[src/rtl/act_compress_pkg.sv]
// rtl/act_compress_pkg.sv - shared activation-buffer geometry used by the compressor.
package act_compress_pkg;

    localparam int GBF_BLOCK_DEPTH    = 32;
    localparam int GBF_DATA_WIDTH     = 8;
    localparam int GBF_ACT_ADDR_WIDTH = 12;
    localparam int GBF_MAX_BLK        = 16;

endpackage

[src/rtl/act_compress.sv]
// rtl/act_compress.sv - dense activation stream to nonzero-value buffer plus per-block flag words.
module act_compress
    import act_compress_pkg::*;
#(
    parameter int BLOCK_DEPTH = GBF_BLOCK_DEPTH,
    parameter int DATA_WIDTH  = GBF_DATA_WIDTH,
    parameter int ADDR_WIDTH  = GBF_ACT_ADDR_WIDTH,
    parameter int MAX_BLK     = GBF_MAX_BLK
) (
    input  logic                   clk,
    input  logic                   rst_n,
    input  logic                   start,
    input  logic                   in_val,
    output logic                   in_rdy,
    input  logic [DATA_WIDTH-1:0]  in_dat,
    input  logic                   in_last,
    output logic                   act_wen,
    output logic [ADDR_WIDTH-1:0]  act_waddr,
    output logic [DATA_WIDTH-1:0]  act_wdat,
    output logic                   flg_wen,
    output logic [ADDR_WIDTH-1:0]  flg_waddr,
    output logic [BLOCK_DEPTH-1:0] flg_wdat,
    input  logic                   blk_rel,
    output logic                   act_val,
    output logic                   done
);

    localparam int POS_W = (BLOCK_DEPTH > 1) ? $clog2(BLOCK_DEPTH) : 1;
    localparam int CNT_W = $clog2(MAX_BLK + 1);

    localparam logic [1:0] IDLE    = 2'd0;
    localparam logic [1:0] COLLECT = 2'd1;
    localparam logic [1:0] WRFLG   = 2'd2;

    localparam logic [POS_W-1:0] POS_LAST = POS_W'(BLOCK_DEPTH - 1);
    localparam logic [CNT_W-1:0] CNT_MAX  = CNT_W'(MAX_BLK);

    logic [1:0]             state;
    logic [POS_W-1:0]       pos;
    logic [BLOCK_DEPTH-1:0] shadowFlg;
    logic [CNT_W-1:0]       blkCnt;
    logic [ADDR_WIDTH-1:0]  actPtr;
    logic [ADDR_WIDTH-1:0]  flgPtr;

    logic                   accept;
    logic                   datNz;
    logic                   blkEnd;
    logic                   relOk;
    logic [BLOCK_DEPTH-1:0] curBit;

    assign in_rdy    = (state == COLLECT) && (blkCnt < CNT_MAX);
    assign accept    = in_val && in_rdy;
    assign datNz     = |in_dat;
    assign blkEnd    = accept && ((pos == POS_LAST) || in_last);
    assign curBit    = BLOCK_DEPTH'(datNz) << pos;
    assign relOk     = blk_rel && (blkCnt != '0);
    assign act_waddr = actPtr;
    assign flg_waddr = flgPtr;
    assign act_val   = (blkCnt != '0);

    always_ff @(posedge clk or negedge rst_n) begin
        if (!rst_n) begin
            state     <= IDLE;
            pos       <= '0;
            shadowFlg <= '0;
            blkCnt    <= '0;
            actPtr    <= '0;
            flgPtr    <= '0;
            act_wen   <= 1'b0;
            act_wdat  <= '0;
            flg_wen   <= 1'b0;
            flg_wdat  <= '0;
            done      <= 1'b0;
        end else begin
            act_wen <= accept && datNz;
            if (accept && datNz) begin
                act_wdat <= in_dat;
            end
            // The flag word is assembled at the closing accept so it already holds the last bit.
            flg_wen <= blkEnd;
            done    <= blkEnd && in_last;
            if (blkEnd) begin
                flg_wdat <= shadowFlg | curBit;
            end

            if (act_wen) begin
                actPtr <= actPtr + ADDR_WIDTH'(1);
            end
            if (flg_wen) begin
                flgPtr <= flgPtr + ADDR_WIDTH'(1);
            end

            case (state)
                IDLE: begin
                    if (start) begin
                        state <= COLLECT;
                    end
                end
                COLLECT: begin
                    if (accept) begin
                        shadowFlg <= shadowFlg | curBit;
                        if (blkEnd) begin
                            state <= WRFLG;
                            pos   <= '0;
                        end else begin
                            pos <= pos + POS_W'(1);
                        end
                    end
                end
                WRFLG: begin
                    shadowFlg <= '0;
                    // done is high here only when the block closed the frame.
                    state     <= done ? IDLE : COLLECT;
                end
                default: state <= IDLE;
            endcase

            if (flg_wen && !relOk) begin
                blkCnt <= blkCnt + CNT_W'(1);
            end else if (!flg_wen && relOk) begin
                blkCnt <= blkCnt - CNT_W'(1);
            end
        end
    end

endmodule

[config.mk]
export PLATFORM = sky130hd
export DESIGN_NAME = act_compress
export DESIGN_NICKNAME = d
export VERILOG_FILES = /design/src/rtl/act_compress_pkg.sv /design/src/rtl/act_compress.sv
export SDC_FILE = /design/constraint.sdc
export NUM_CORES = 1
export LEC_CHECK = 0
export CAP_MARGIN = 10
export CORE_UTILIZATION = 50
export CTS_CLUSTER_SIZE = 20
export DETAILED_ROUTE_END_ITERATION = 10
export HOLD_SLACK_MARGIN = 0.08
export PLACE_DENSITY_LB_ADDON = 0.25
export RECOVER_POWER = 100
export SLEW_MARGIN = 20
export SYNTH_ARGS = -nofsm -noshare
export SYNTH_HDL_FRONTEND = slang
export SYNTH_SLANG_ARGS = --single-unit
[constraint.sdc]
create_clock -name clk -period 5.9 [get_ports clk]
set_input_delay 1.18 -clock clk [delete_from_list [all_inputs] [get_ports clk]]
set_output_delay 1.18 -clock clk [all_outputs]
set_load 0.05 [all_outputs]
==> qor_table.md, run 1 <==
| Metric | Reported |
| --- | --- |
| Gp weighted congestion | 0.796 |
| Clock root buffer | sky130_fd_sc_hd__clkbuf_8 |
| Clock latency reported for the late side of the worst-skew pair | 0.38 ns |
| Ys Warns | 0 |
| Max-slew violation count | 110 |
| CTS clk-pin slew, worst paths | 0.10 ns |
| Post-route antenna net violation count | 0 |
| Post-CTS Resized | 0 |
| TritonCTS buffer count | 9 |
| Final std cells w/o fill | 670 |
| Startpoint kind of the worst setup timing path | input port |
| Full die area | 10400 um2 |
| Number of nets in the finished design | 555 |
| Number of buffers inserted to repair setup after CTS | 0 |
| Overall via count from detail_route | 3958 |
| DP HPWL | 7.52 mm |
| IO Count | 83 |
| Via density per instance | 5.91 |
| Maximum number of pins on one net before global-route repair | 57 |
| Type of the setup path with the least slack | input port to flop |
| Number of buffers between clock root and the deepest sink | 2 |
| Final setup skew | 0.0166 ns |
| Hold Buf Count CTS | 0 |
| Core region area | 9730 um2 |
| Routed wire per std cell | 17.0 um |
| Die boundary height | 102 um |
| Total standard cell area after synthesis | 5010 um2 |
| HP Class | flop to flop |
| Share of the clock period used by the worst path after layout | 72.2% |
| Placed Cells incl. Taps | 654 |
| Share of final-layout standard cells stronger than drive strength 1 | 6.89% |
| Primary flip-flop cell chosen by synthesis mapping | sky130_fd_sc_hd__dfrtp_1 |
| Maximum fanout encountered on the critical timing path | 52 |
| Area growth syn-to-layout | 20.9% |
| TritonCTS clock tree | built |
| Count of fill cells added during filler insertion | 839 |
| Critical-path top delay cell | sky130_fd_sc_hd__clkbuf_1 |
| Ordered list of cells on the worst path | dlygate4sd3_1 > nor4bb_4 > clkbuf_1 > nand4_1 > o22ai_1 |
| Largest incremental delay on the critical path | 1.64 ns |
| Final wirelength | 11.4 mm |
| Proportion of synthesized chip area in sequential cells | 55.4% |
| Flip-flop and latch count after synthesis | 111 |
| Outcome | finished, violations left |
| First-iteration detailed-routing DRC count | 235 |
| Max H-tree Level | 3 |
| CTS sink count | 111 |
| Number of inserted diodes | 0 |
| Number of enable-type register cells in the synthesized netlist | 0 |
| Average size of a mapped cell | 10.8 um2 |
| Area used by multi-input combinational logic | 2060 um2 |
| Cells after Synth | 465 |
| Fin Setup TNS | 0 ns |
| Reported leakage power | 0.00262 uW |
| Count of unresolved DRC violations after routing | 0 |
| Count of final setup violators | 0 |
| Timing-limited maximum frequency | 235 MHz |
| Count of distinct cell types in the synthesized netlist | 49 |
| WP data required | 6.17 ns |
| Shortest clock period the worst path allows after layout | 4.26 ns |
| Global-route wire length before repair | 19.0 mm |
| Setup repair after global routing missed its margin | false |
| Overall Power | 3240 uW |
| Floorplan die width | 102 um |
| Max_cap viols | 2 |
| Async set or reset register ratio after synthesis | 100% |
| Crit path max-delay family | buffers and inverters |
| Number of global-route vias before repair | 3694 |
| Count of buffering cells on the critical path with inverters included | 2 |
| Storage cell area | 2780 um2 |
| Total power per unit cell area | 535 nW/um2 |
| Syn Nets | 488 |
| Minimum hold slack | 0.466 ns |
| Max IR drop VDD | 0.000321 V |
| Total GRT Usage | 23.4% |
| Violations in the final reports | max-capacitance violations, max-slew violations |
| Slew of the pin with the lowest slew margin | 2.86 ns |
| Critical path endpoint category | flop |
| Number of placement rows | 36 |
| Port Buffers | 82 |
| CP Data Arrival Time | 4.53 ns |
| Number of antenna violations at the first check in global routing | 0 |
| Starting density of the core | 51.5% |
| Rel. slew slack | -90.4% |
| Detailed-routing iteration count for the pre-antenna-repair pass | 4 |
| Number of hold violations in the final report | 0 |
| Total grt overflow | 0 |
## cell usage after synthesis (5+ instances only)
| cell type | count | share of area (%) |
|---|---|---|
| sky130_fd_sc_hd__o211ai_1 | 10 | 1.5 |
| sky130_fd_sc_hd__o22ai_1 | 23 | 2.9 |
| sky130_fd_sc_hd__xnor2_1 | 10 | 1.7 |
| sky130_fd_sc_hd__buf_2 | 5 | 0.50 |
| sky130_fd_sc_hd__mux2_2 | 11 | 2.5 |
| sky130_fd_sc_hd__ha_1 | 8 | 2.0 |
| sky130_fd_sc_hd__nand3_1 | 22 | 2.2 |
| sky130_fd_sc_hd__nor3b_1 | 5 | 0.75 |
| sky130_fd_sc_hd__nand2_1 | 41 | 3.1 |
| sky130_fd_sc_hd__a22o_1 | 15 | 2.6 |
| sky130_fd_sc_hd__nor3_1 | 36 | 3.6 |
| sky130_fd_sc_hd__a21oi_1 | 28 | 2.8 |
| sky130_fd_sc_hd__clkbuf_1 | 19 | 1.4 |
| sky130_fd_sc_hd__nand4_1 | 12 | 1.5 |
| sky130_fd_sc_hd__nor2_1 | 11 | 0.82 |
| sky130_fd_sc_hd__o21ai_0 | 25 | 2.5 |
| sky130_fd_sc_hd__xor2_1 | 14 | 2.4 |
| sky130_fd_sc_hd__dfrtp_1 | 111 | 55 |
## flip-flops by register name, summed over array words and instances (netlist names)
signal,flops
act_waddr,12
act_wdat,8
act_wen,1
blkCnt,5
done,1
flg_waddr,12
flg_wdat,32
flg_wen,1
pos,5
shadowFlg,32
state,2
## stage by stage
stage / cell area, um2 / setup WS [ns] / utilization (%)
final: 6060 / 1.64 / 62.3
after global routing: 6060 / 1.45 / 62.3
after CTS: 6110 / 2.75 / 62.8
after detailed placement: 5900 / 2.62 / 60.6
after global placement: 5900 / 2.69 / 60.6
after floorplan: 5010 / 3.12 / -
## power breakdown
group / switching [uW] / total (uW) / internal, uW
clock network: 274 / 480 / 206
registers: 199 / 1210 / 1010
logic: 1060 / 1550 / 490
## layout make-up
class / count / area share (%)
clock buffer: 9 / 2.04
clock inverter: 7 / 1.42
inverter: 4 / 0.248
multi-input combinational: 320 / 33.9
sequential: 111 / 45.8
tap: 133 / 2.74
timing repair buffer: 86 / 13.8
## per-layer routing
layer / vias up / global-route usage (%) / share of wire, % / wire, um
met3: 12 / 3.01 / 6.3 / 717
li1: 1851 / - / - / -
met1: 1946 / 35.0 / 46 / 5290
met5: - / 0 / 0 / 0
met4: 0 / 7.47 / 1.3 / 146
met2: 149 / 35.4 / 46 / 5240
## cells in the final DEF, fill, tap and decap left out, drive strengths merged, types with 4 or more instances in the layout
cell type	instances
a21oi	29
a22o	15
and3	4
clkbuf	12
clkdlybuf4s50	8
dfrtp	111
dlygate4sd3	73
ha	8
inv	8
mux2	11
nand2	41
nand3	22
nand4	12
nor2	11
nor2b	4
nor3	36
nor3b	5
o211ai	10
o21ai	32
o22ai	23
or4	5
xnor2	10
xor2	14
## cells by family (layout without fill, tap and decap cells)
group / Yosys count / count (layout) / share of synthesized area [%]
AND/OR/NAND/NOR: 155 / 155 / 16.7
AO/OA/AOI/OAI: 120 / 120 / 15.4
flip-flops: 111 / 111 / 55.4
buffers and inverters: 34 / 106 / 3.27
XOR/XNOR: 24 / 24 / 4.19
multiplexers: 12 / 12 / 2.67
adder cells (fa/ha/maj): 9 / 9 / 2.40
## final timing paths
kind	slack, ns	end	depth (start not counted)	from
max	1.64	flg_wdat[27]	5	in_val
min	0.47	state[0]	1	done
max reg2reg	2.37	flg_wdat[27]	4	blkCnt[4]
min reg2reg	0.47	state[0]	1	done
max in group asynchronous	2.27	flg_wdat[19]	2	rst_n
min in group asynchronous	1.72	act_waddr[8]	1	rst_n
No activity file was read; power rests on OpenSTA's default activity.
==> inputs of run 2 (changes only) <==
Settings changed: CORE_UTILIZATION 50 to 48.
Clock period 5.9 ns to 3.5 ns, I/O delays scaled along.
==> qor_table.md, run 2 (same netlist as run 1, synthesis figures left out) <==
| Metric | Reported |
| --- | --- |
| Top flop regs | flg_wdat (32), shadowFlg (32) |
| TritonCTS buffer count | 9 |
| Count of cells along the worst register-to-register path | 4 |
| Number of nets in the finished design | 558 |
| Largest incremental delay on the critical path | 0.94 ns |
| Hold Buf Count CTS | 0 |
| Global-route wire length before repair | 19.3 mm |
| WP data required | 3.70 ns |
| Share of final-layout standard cells stronger than drive strength 1 | 6.67% |
| Total grt overflow | 0 |
| Number of antenna violations at the first check in global routing | 0 |
| Final setup skew | 0.0110 ns |
| Clock latency reported for the late side of the worst-skew pair | 0.38 ns |
| Die boundary height | 104 um |
| DP HPWL | 7.46 mm |
| Core region area | 9950 um2 |
| Gp weighted congestion | 0.782 |
| Total GRT Usage | 22.3% |
| Share of the clock period used by the worst path after layout | 82.6% |
| CP Data Arrival Time | 3.09 ns |
| Overall via count from detail_route | 3908 |
| Startpoint kind of the worst setup timing path | input port |
| Ordered list of cells on the worst path | dlygate4sd3_1 > or4_1 > o21ai_1 > o21ai_0 |
| Minimum hold slack | 0.330 ns |
| Outcome | finished clean |
| Slew of the pin with the lowest slew margin | 1.25 ns |
| Setup repair after global routing missed its margin | false |
| Max-slew violation count | 0 |
| Max IR drop VDD | 0.000543 V |
| Floorplan die width | 104 um |
| Number of buffers inserted to repair setup after CTS | 0 |
| Count of final setup violators | 0 |
| IO Count | 83 |
| Max H-tree Level | 3 |
| Starting density of the core | 50.4% |
| Final wirelength | 11.3 mm |
| Overall Power | 5390 uW |
| Routed wire per std cell | 16.7 um |
| Timing-limited maximum frequency | 346 MHz |
| Number of global-route vias before repair | 3787 |
| First-iteration detailed-routing DRC count | 233 |
| Area growth syn-to-layout | 20.9% |
| Commonest non-fill, non-tap cells in the layout | 111 x sky130_fd_sc_hd__dfrtp_1, 72 x sky130_fd_sc_hd__dlygate4sd3_1, 41 x sky130_fd_sc_hd__nand2_1 |
| Grt met3 use | 4.14% |
| GR met2 Demand/Resource | 33.3% |
| Commonest non-fill, non-tap cell in the layout | sky130_fd_sc_hd__dfrtp_1 |
| Post-CTS Resized | 0 |
| Startpoint of the worst register-to-register path | blkCnt[4] |
| Number of placement rows | 36 |
| Reported leakage power | 0.00263 uW |
| Full die area | 10900 um2 |
| Slack of the worst reg-to-reg path | 0.97 ns |
| RR Endpoint | act_wdat[0] |
| Maximum number of pins on one net before global-route repair | 53 |
| Max_cap viols | 0 |
| Post-route antenna net violation count | 0 |
| CTS clk-pin slew, worst paths | 0.10 ns |
| CTS sink count | 111 |
| Maximum fanout encountered on the critical timing path | 12 |
| HP Class | input port to asynchronous set/reset pin |
| Number of buffers between clock root and the deepest sink | 2 |
| Via density per instance | 5.81 |
| Count of unresolved DRC violations after routing | 0 |
| Detailed-routing iteration count for the pre-antenna-repair pass | 5 |
| Port Buffers | 82 |
| Met1 track utilization from global routing | 32.8% |
| Number of hold violations in the final report | 0 |
| Count of fill cells added during filler insertion | 832 |
| TritonCTS clock tree | built |
| Clock root buffer | sky130_fd_sc_hd__clkbuf_8 |
| Type of the setup path with the least slack | input port to flop |
| Number of inserted diodes | 0 |
| Critical path endpoint category | flop |
| Rel. slew slack | 16.5% |
| Shortest clock period the worst path allows after layout | 2.89 ns |
| Total power per unit cell area | 889 nW/um2 |
| Critical-path top delay cell | sky130_fd_sc_hd__o21ai_1 |
| Global route hottest layer | met2 |
| Fin Setup TNS | 0 ns |
[run 2: stage by stage]
stage / setup slack, ns / cells / area, um2 / util (%)
finish: 0.610 / 673 / 6060 / 60.9
global route: 0.507 / 673 / 6060 / 60.9
CTS: 0.850 / 673 / 6140 / 61.6
detailed placement: 0.702 / 657 / 5950 / 59.7
global placement: 0.781 / 657 / 5950 / 59.7
floorplan: 0.936 / 465 / 5010 / -
[run 2: how the worst max path moves through the flow]
stage	slack [ns]	endpoint	start
floorplan	0.94	blkCnt[4]	blkCnt[0]
global placement	0.78	blkCnt[4]	blk_rel
detailed placement	0.70	blkCnt[4]	blk_rel
CTS	0.85	in_rdy	blkCnt[4]
global route	0.51	act_wdat[7]	in_val
finish	0.61	shadowFlg[5]	in_dat[5]
[run 2: area by class of cell]
type,instances,area (um2),share of cell area (%)
inverters,4,15.0,0.248
multi-input cells,320,2030,33.5
clock inverters,5,38.8,0.640
repair buffers,89,886,14.6
well taps,133,166,2.74
flip-flops and latches,111,2780,45.8
clock buffers,11,151,2.50
[run 2: report_power, final]
part           switching [uW]  internal (uW)
Combinational            1780            829
Sequential                334           1700
Clock                     442            304
Total                    2560           2830
[run 2: critical path: cells and delay by family]
family	cells	cell delay, ns
buffers and inverters	1	0.57
AOI/OAI and AO/OA	2	1.18
and+or+nand+nor	1	0.64
[run 2: routing by layer]
layer / part of all wire, % / up-vias
li1: - / 1850
met2: 46 / 140
met5: 0 / -
met3: 6.7 / 19
met4: 1.7 / 0
met1: 45 / 1899
